### src/rtl/i2s_dac_tx.sv
// I2S transmitter: divides mclk_in into bclk/lrck and shifts out one stereo
// pair per frame, MSB first with the standard one-BCLK delay after the lrck edge.
module i2s_dac_tx #(
  parameter int MCLK_DIV = 8,
  parameter int SAMPLE_W = 24,
  parameter int SLOT_W   = 32
) (
  input  logic                mclk_in,
  input  logic                rst,
  input  logic                enable,
  input  logic                s_valid,
  output logic                s_ready,
  input  logic [SAMPLE_W-1:0] s_left,
  input  logic [SAMPLE_W-1:0] s_right,
  output logic                bclk,
  output logic                lrck,
  output logic                sdata,
  output logic                frame_start,
  output logic                underrun
);

  localparam int FRAME_W = 2 * SLOT_W;
  localparam int PAD_W   = SLOT_W - SAMPLE_W;
  localparam int HALF    = MCLK_DIV / 2;
  localparam int DIV_W   = $clog2(MCLK_DIV);
  localparam int BIT_W   = $clog2(FRAME_W);

  typedef enum logic {
    IDLE = 1'b0,
    RUN  = 1'b1
  } state_t;

  state_t               state;
  state_t               state_next;
  logic [DIV_W-1:0]     div_cnt;
  logic [DIV_W-1:0]     div_next;
  logic [BIT_W-1:0]     bit_cnt;
  logic [BIT_W-1:0]     bit_next;
  logic                 f_event;
  logic                 frame_wrap;
  logic                 load;
  logic                 accept;
  logic                 full;
  logic                 out_of_reset;
  logic [SAMPLE_W-1:0]  hold_left;
  logic [SAMPLE_W-1:0]  hold_right;
  logic [FRAME_W-1:0]   frame_word;
  logic [FRAME_W-1:0]   shreg;

  // Handshake: a pair is taken on any mclk_in edge where s_valid & s_ready;
  // s_ready only depends on the holding register, never on s_valid.
  assign s_ready = out_of_reset & ~full;
  assign accept  = s_valid & s_ready;

  assign f_event    = (state == RUN) && (div_cnt == DIV_W'(MCLK_DIV - 1));
  assign frame_wrap = f_event && (bit_cnt == BIT_W'(FRAME_W - 1));
  assign frame_word = full ? {hold_left, {PAD_W{1'b0}}, hold_right, {PAD_W{1'b0}}}
                           : '0;

  always_comb begin
    state_next = state;
    div_next   = div_cnt;
    bit_next   = bit_cnt;
    load       = 1'b0;
    case (state)
      IDLE: begin
        div_next = '0;
        bit_next = '0;
        if (enable) begin
          state_next = RUN;
          load       = 1'b1;
        end
      end
      RUN: begin
        div_next = f_event ? '0 : div_cnt + 1'b1;
        if (f_event) begin
          bit_next = frame_wrap ? '0 : bit_cnt + 1'b1;
        end
        // enable is only honoured at frame boundaries so frames are never cut short
        if (frame_wrap) begin
          if (enable) begin
            load = 1'b1;
          end else begin
            state_next = IDLE;
          end
        end
      end
      default: begin
        state_next = IDLE;
      end
    endcase
  end

  always_ff @(posedge mclk_in or posedge rst) begin
    if (rst) begin
      state        <= IDLE;
      div_cnt      <= '0;
      bit_cnt      <= '0;
      out_of_reset <= 1'b0;
      full         <= 1'b0;
      hold_left    <= '0;
      hold_right   <= '0;
      shreg        <= '0;
      bclk         <= 1'b0;
      lrck         <= 1'b0;
      sdata        <= 1'b0;
      frame_start  <= 1'b0;
      underrun     <= 1'b0;
    end else begin
      state        <= state_next;
      div_cnt      <= div_next;
      bit_cnt      <= bit_next;
      out_of_reset <= 1'b1;
      bclk         <= (state_next == RUN) && (div_next >= DIV_W'(HALF));
      lrck         <= (state_next == RUN) && (bit_next >= BIT_W'(SLOT_W));
      frame_start  <= load;
      underrun     <= load & ~full;

      // The wrap edge always shows the final padding bit, which is zero.
      if (load) begin
        shreg <= frame_word;
        sdata <= 1'b0;
      end else if (frame_wrap) begin
        sdata <= 1'b0;
      end else if (f_event) begin
        sdata <= shreg[FRAME_W-1];
        shreg <= {shreg[FRAME_W-2:0], 1'b0};
      end

      // Accept can only land on an empty register, so it wins over a load.
      if (load) begin
        full <= 1'b0;
      end
      if (accept) begin
        full       <= 1'b1;
        hold_left  <= s_left;
        hold_right <= s_right;
      end
    end
  end

endmodule
### config.mk
export PLATFORM = sky130hd
export DESIGN_NAME = i2s_dac_tx
export DESIGN_NICKNAME = d
export VERILOG_FILES = /design/src/rtl/i2s_dac_tx.sv
export SDC_FILE = /design/constraint.sdc
export NUM_CORES = 1
export LEC_CHECK = 0
export ABC_CLOCK_PERIOD_IN_PS = 5700
export BUFFER_PORTS_ARGS = -buffer_cell sky130_fd_sc_hd__buf_2
export CORE_MARGIN = 5
export CORE_UTILIZATION = 58
export DETAILED_ROUTE_END_ITERATION = 16
export PLACE_DENSITY = 0.79
export REMOVE_ABC_BUFFERS = 1
export SYNTH_ARGS = -nofsm -noshare
export SYNTH_HDL_FRONTEND = slang
export SYNTH_SLANG_ARGS = --single-unit
### constraint.sdc
create_clock -name mclk_in -period 5.7 [get_ports mclk_in]
set_input_delay 1.425 -clock mclk_in [delete_from_list [all_inputs] [get_ports mclk_in]]
set_output_delay 1.425 -clock mclk_in [all_outputs]
set_load 0.01 [all_outputs]
Word level (Yosys, flattened, before mapping). Cells that the tools add are included.

Divide/modulo/power cells: 0. Magnitude comparators: 2. Shift-type cells: 0. Muxes and demuxes: 19. Equal/unequal tests: 3. Reductions and logical operators: 8. Add/sub/neg operators: 2. Bitwise gates (word level): 5. $mul: 0.

Operators by type and width (number): $mux 64 (4); $mux 6 (2); $pmux 6 s2 (1); $mux 1 (8); $add 6x1->6 const B (1); $eq 6x6->1 const B (1); $ge 6x6->1 const B (1); $pmux 3 s2 (1); $logic_and 1x1->1 (4); $pmux 1 s2 (2); $reduce_bool 2->1 (2); $add 3x1->3 const B (1); $and 1x1->1 (3); $eq 3x3->1 const B (1); $ge 3x3->1 const B (1); $mux 3 (1); $reduce_bool 3->1 (1); $ne 2x1->1 const B (1); $not 1->1 (2); $reduce_and 2->1 (1).

Memory bits (read-only): 0. Memories kept: 0. Word-level logic and storage cells: 52. Output and inout bits: 6. Bits in writable memories: 0. Bits in latches: 0. Bits in registers: 129.

Depth between registers and ports, before layout.
Depth after elaboration: 8. Mapped depth: 8.

Worst setup path after synthesis. OpenSTA, ideal clock, no wires.

Path kind: in2reg. From: input enable. To: register shreg[13]. Stages on the path: 6. Arrival: 2.435 ns. Buffers on the path: 1. Setup slack: 3.139 ns. Cells stage by stage: nor2b_1 a41oi_4 inv_4 buf_6 and3_1 a221o_1.

Cells in the longest elaborated chain, start to end: 5.

Ends and longest elaborated chain: start, declared (line 10) `input logic enable,`; $mux 1 (*) (line 69, 81); $mux 1 (line 80) `if (frame_wrap) begin`; $pmux 1 s2 (*) (line 65) `case (state)`; $ne 2x1->1 (no source line) / $reduce_bool 2->1 (equally long branches); $reduce_and 2->1 (no source line); end signal, assigned (line 121) `shreg <= frame_word;`; end signal, assigned (line 127) `shreg <= {shreg[FRAME_W-2:0], 1'b0};`; end, declared (line 48) `logic [FRAME_W-1:0] shreg;`.

Every way passes the cells marked *; elsewhere a longest branch is shown, timed or not. A chain may end at the register's enable or synchronous reset.

Worst setup path after layout.
From: input enable. To: register shreg[30].

Same word-level chain as after synthesis.

==> implementation parameters <==
Parameter                              Value

Status
  Outcome ... finished, final reports clean

Clocking
  Clk sinks ... 121
  CTS H-tree lvls ... 4
  CTS tree ... built
  Clock buffer count from CTS ... 17
  Total of cells resized after clock tree synthesis ... 0
  Maximum count of clock buffers along a single path ... 2
  Clock root cell ... sky130_fd_sc_hd__clkbuf_8
  Hold buffer count at CTS ... 0
  Clock latency on the worst-skew pair ... 520 ps
  Post-CTS setup buffers ... 0
  Clock-pin slew of the registers on the worst-case setup and hold paths ... 60 ps

Worst setup path
  Crit Reg-Reg Endpoint ... shreg[30]
  Worst EP required ... 6100 ps
  Worst path top cell family by delay ... compound AO/OA/AOI/OAI gates
  Critical Path End Type ... register
  Slowest cell on the critical path ... sky130_fd_sc_hd__a41oi_4
  Flop-to-flop setup slack ... 2930 ps
  Peak fanout along the critical path ... a little under 50
  Cell chain of the critical path ... buf_2 -> nor2b_1 -> a41oi_4 -> inv_4 -> and3_1 -> a221o_1
  WP data arrival ... 3440 ps
  Critical path buffer and inverter count ... 2
  Kind of launch point of the worst setup path ... input port
  Delay of the slowest cell on the worst path ... 710 ps
  Startpoint of the worst-slack reg-to-reg timing path ... bit_cnt[0]
  R2R cell count ... 6
  Worst setup path category ... input port to register

Layout
  Area used by multi-input combinational logic ... 1830 um2
  Number of inserted filler cells in the final layout ... between 600 and 700
  Most frequent standard cell in the layout excluding fill and tap cells ... sky130_fd_sc_hd__dfrtp_1
  Post-synthesis to final-layout area growth ... 17.4%
  Number of nets in the final layout ... slightly above 500
  Most used cells in the layout excluding fill and tap cells ... sky130_fd_sc_hd__dfrtp_1 (121), sky130_fd_sc_hd__buf_2 (57), sky130_fd_sc_hd__mux2_2 (48), sky130_fd_sc_hd__nand2_1 (31), sky130_fd_sc_hd__nor2_1 (28)
  Utilization of the core after routing ... 0.691
  Sequential standard cell area ... 3030 um2
  Fraction of layout cells with a size suffix above 1 ... 0.319
  Diodes inserted ... 0

Routing
  Vias after detailed routing ... 3373
  Iter 0 DRT Violations ... approximately 230
  WL/cell ... 17.2 um
  Total length of routed wires ... 9910 um
  Length of the first detailed-routing pass in iterations ... 5
  Via/cell ratio ... 5.87
  Antenna-violating nets left ... 0
  DRC violations left ... 0

GRT
  Largest net degree at the start of global routing ... 93
  First-pass GRT wire length ... 16800 um
  Initial antenna violation count ... 0
  Total congestion overflow after global routing ... 0
  Global-route usage over all layers ... 0.208
  Vias in the first global route ... between 3000 and 4000

Yosys
  Number of instances in the synthesized netlist ... 405
  Async set-or-reset flop fraction in the synthesized netlist ... 1.00
  Sequential-to-total area share from yosys stat ... 0.599
  Number of enable-type register cells in the synthesized netlist ... 0
  Synthesized cell area ... 5060 um2
  Count of unique library cells instantiated by Yosys ... 35
  Yosys warnings ... 0
  Mapped Avg Cell Area ... about 12 um2
  Flip-flop cell with the highest count after synthesis ... sky130_fd_sc_hd__dfrtp_1
  Number of storage elements in the synthesis netlist ... 121

Floorplan
  Die extent in y ... 103 um
  Area inside the core boundary ... 8590 um2
  Top Ports ... between 50 and 60
  X dimension of the die ... between 100 and 150 um
  Initial standard-cell utilization of the core ... 0.589
  Number of cell rows ... 34
  Die outline area ... 10700 um2

Timing
  Total negative slack for setup checks ... 0 ps
  Final cycle utilization of the critical path ... 0.533
  Count of final hold-check violations ... 0
  Max-slew violation count ... 0
  Max-Slew Margin vs Limit ... 0.252
  Max Fclk ... approximately 330 MHz
  Transition time at the pin with the least slew margin ... 1120 ps
  RSZ-0062 raised after global routing ... no
  Number of failing setup endpoints in the final timing report ... 0
  Final period demand of the worst path ... 3040 ps
  Maximum clock skew at final layout ... 8.44 ps

Min path
  Number of instances on the worst hold path ... 1
  HP Start ... div_cnt[0]
  Hold EP ... div_cnt[0]
  Worst min-delay path class ... register to register

Job
  Number of maximum-capacitance constraint violations ... 0

Power
  Largest voltage drop on the vdd net ... 0.280 mV
  Power Dens Cells ... 408 nW/um2
  Static leakage ... 2.83 nW
  Power consumption ... 2.42 mW

Place
  Number of buffer cells added on primary ports ... 57
  RePlAce Congestion ... 0.766
  HPWL after DPL ... 5760 um
worst max path at each step:
stage                      to  depth (start not counted)    from  slack, ps
floorplan                bclk                          1     rst       1060
global placement    shreg[49]                          6  enable       2240
detailed placement  shreg[46]                          6  enable       2170
CTS                 shreg[46]                          6  enable       2680
global route        shreg[46]                          6  enable       2580
finish              shreg[30]                          6  enable       2660
metal layers:
metal | wire length (um) | part of all wire | track usage
met1 | 4300 | 0.43 | 0.283
met2 | 5020 | 0.51 | 0.316
met3 | 477 | 0.048 | 0.0691
met4 | 108 | 0.011 | 0.0727
met5 | 0 | 0 | 0
final cells by class:
class / instances / share of cell area
inverter: 4 / 0.00337
sequential: 121 / 0.510
tap: 108 / 0.0228
timing repair buffer: 61 / 0.0531
multi-input combinational: 249 / 0.308
clock buffer: 20 / 0.0733
clock inverter: 12 / 0.0293
flip-flops by register name (all words and copies together), names as in the netlist:
| signal | cells |
|---|---|
| bit_cnt | 6 |
| sdata | 1 |
| state | 1 |
| out_of_reset | 1 |
| full | 1 |
| frame_start | 1 |
| shreg | 56 |
| lrck | 1 |
| bclk | 1 |
| div_cnt | 3 |
| hold_left | 24 |
| underrun | 1 |
| hold_right | 24 |
Yosys cell counts, types with 6 or more instances:
library cell,number,area share
sky130_fd_sc_hd__and3_1,25,0.031
sky130_fd_sc_hd__clkbuf_1,10,0.0074
sky130_fd_sc_hd__buf_2,14,0.014
sky130_fd_sc_hd__mux2_2,48,0.11
sky130_fd_sc_hd__nand2_1,32,0.024
sky130_fd_sc_hd__dfrtp_1,121,0.60
sky130_fd_sc_hd__a22o_1,8,0.014
sky130_fd_sc_hd__nor2_1,28,0.021
sky130_fd_sc_hd__a31oi_1,22,0.027
sky130_fd_sc_hd__and2_1,6,0.0074
sky130_fd_sc_hd__a221o_1,25,0.049
sky130_fd_sc_hd__buf_6,6,0.013
sky130_fd_sc_hd__nand3_1,24,0.024
cell families after synthesis:
group | synth area share
AND/OR/NAND/NOR | 0.123
flip-flops | 0.599
AO/OA/AOI/OAI | 0.114
multiplexers | 0.107
buffers and inverters | 0.0396
adder cells (fa/ha/maj) | 0.00990
XOR/XNOR | 0.00693
other | 0.000741
stage by stage:
stage	std cells	hold WS (ps)	area, um2	setup WS, ps
2_1_floorplan	374	409	4870	1060
3_3_place_gp	543	427	5330	2240
3_5_place_dp	543	432	5330	2170
4_1_cts	575	440	5940	2680
5_1_grt	575	456	5940	2580
6_report	575	435	5940	2660
worst reg2reg max path: stages (launching register included):
cell                      delay (ps)
sky130_fd_sc_hd__dfrtp_1         430
sky130_fd_sc_hd__ha_1            270
sky130_fd_sc_hd__and4_4          230
sky130_fd_sc_hd__a41oi_4         740
sky130_fd_sc_hd__inv_4           380
sky130_fd_sc_hd__and3_1          340
sky130_fd_sc_hd__a221o_1         260
power breakdown:
| group | internal, mW | leakage [nW] | switching, mW |
|---|---|---|---|
| logic | 0.134 | 0.998 | 0.0823 |
| registers | 1.02 | 1.54 | 0.0906 |
| clock network | 0.719 | 0.287 | 0.377 |
(Power assumes the default switching activity.)
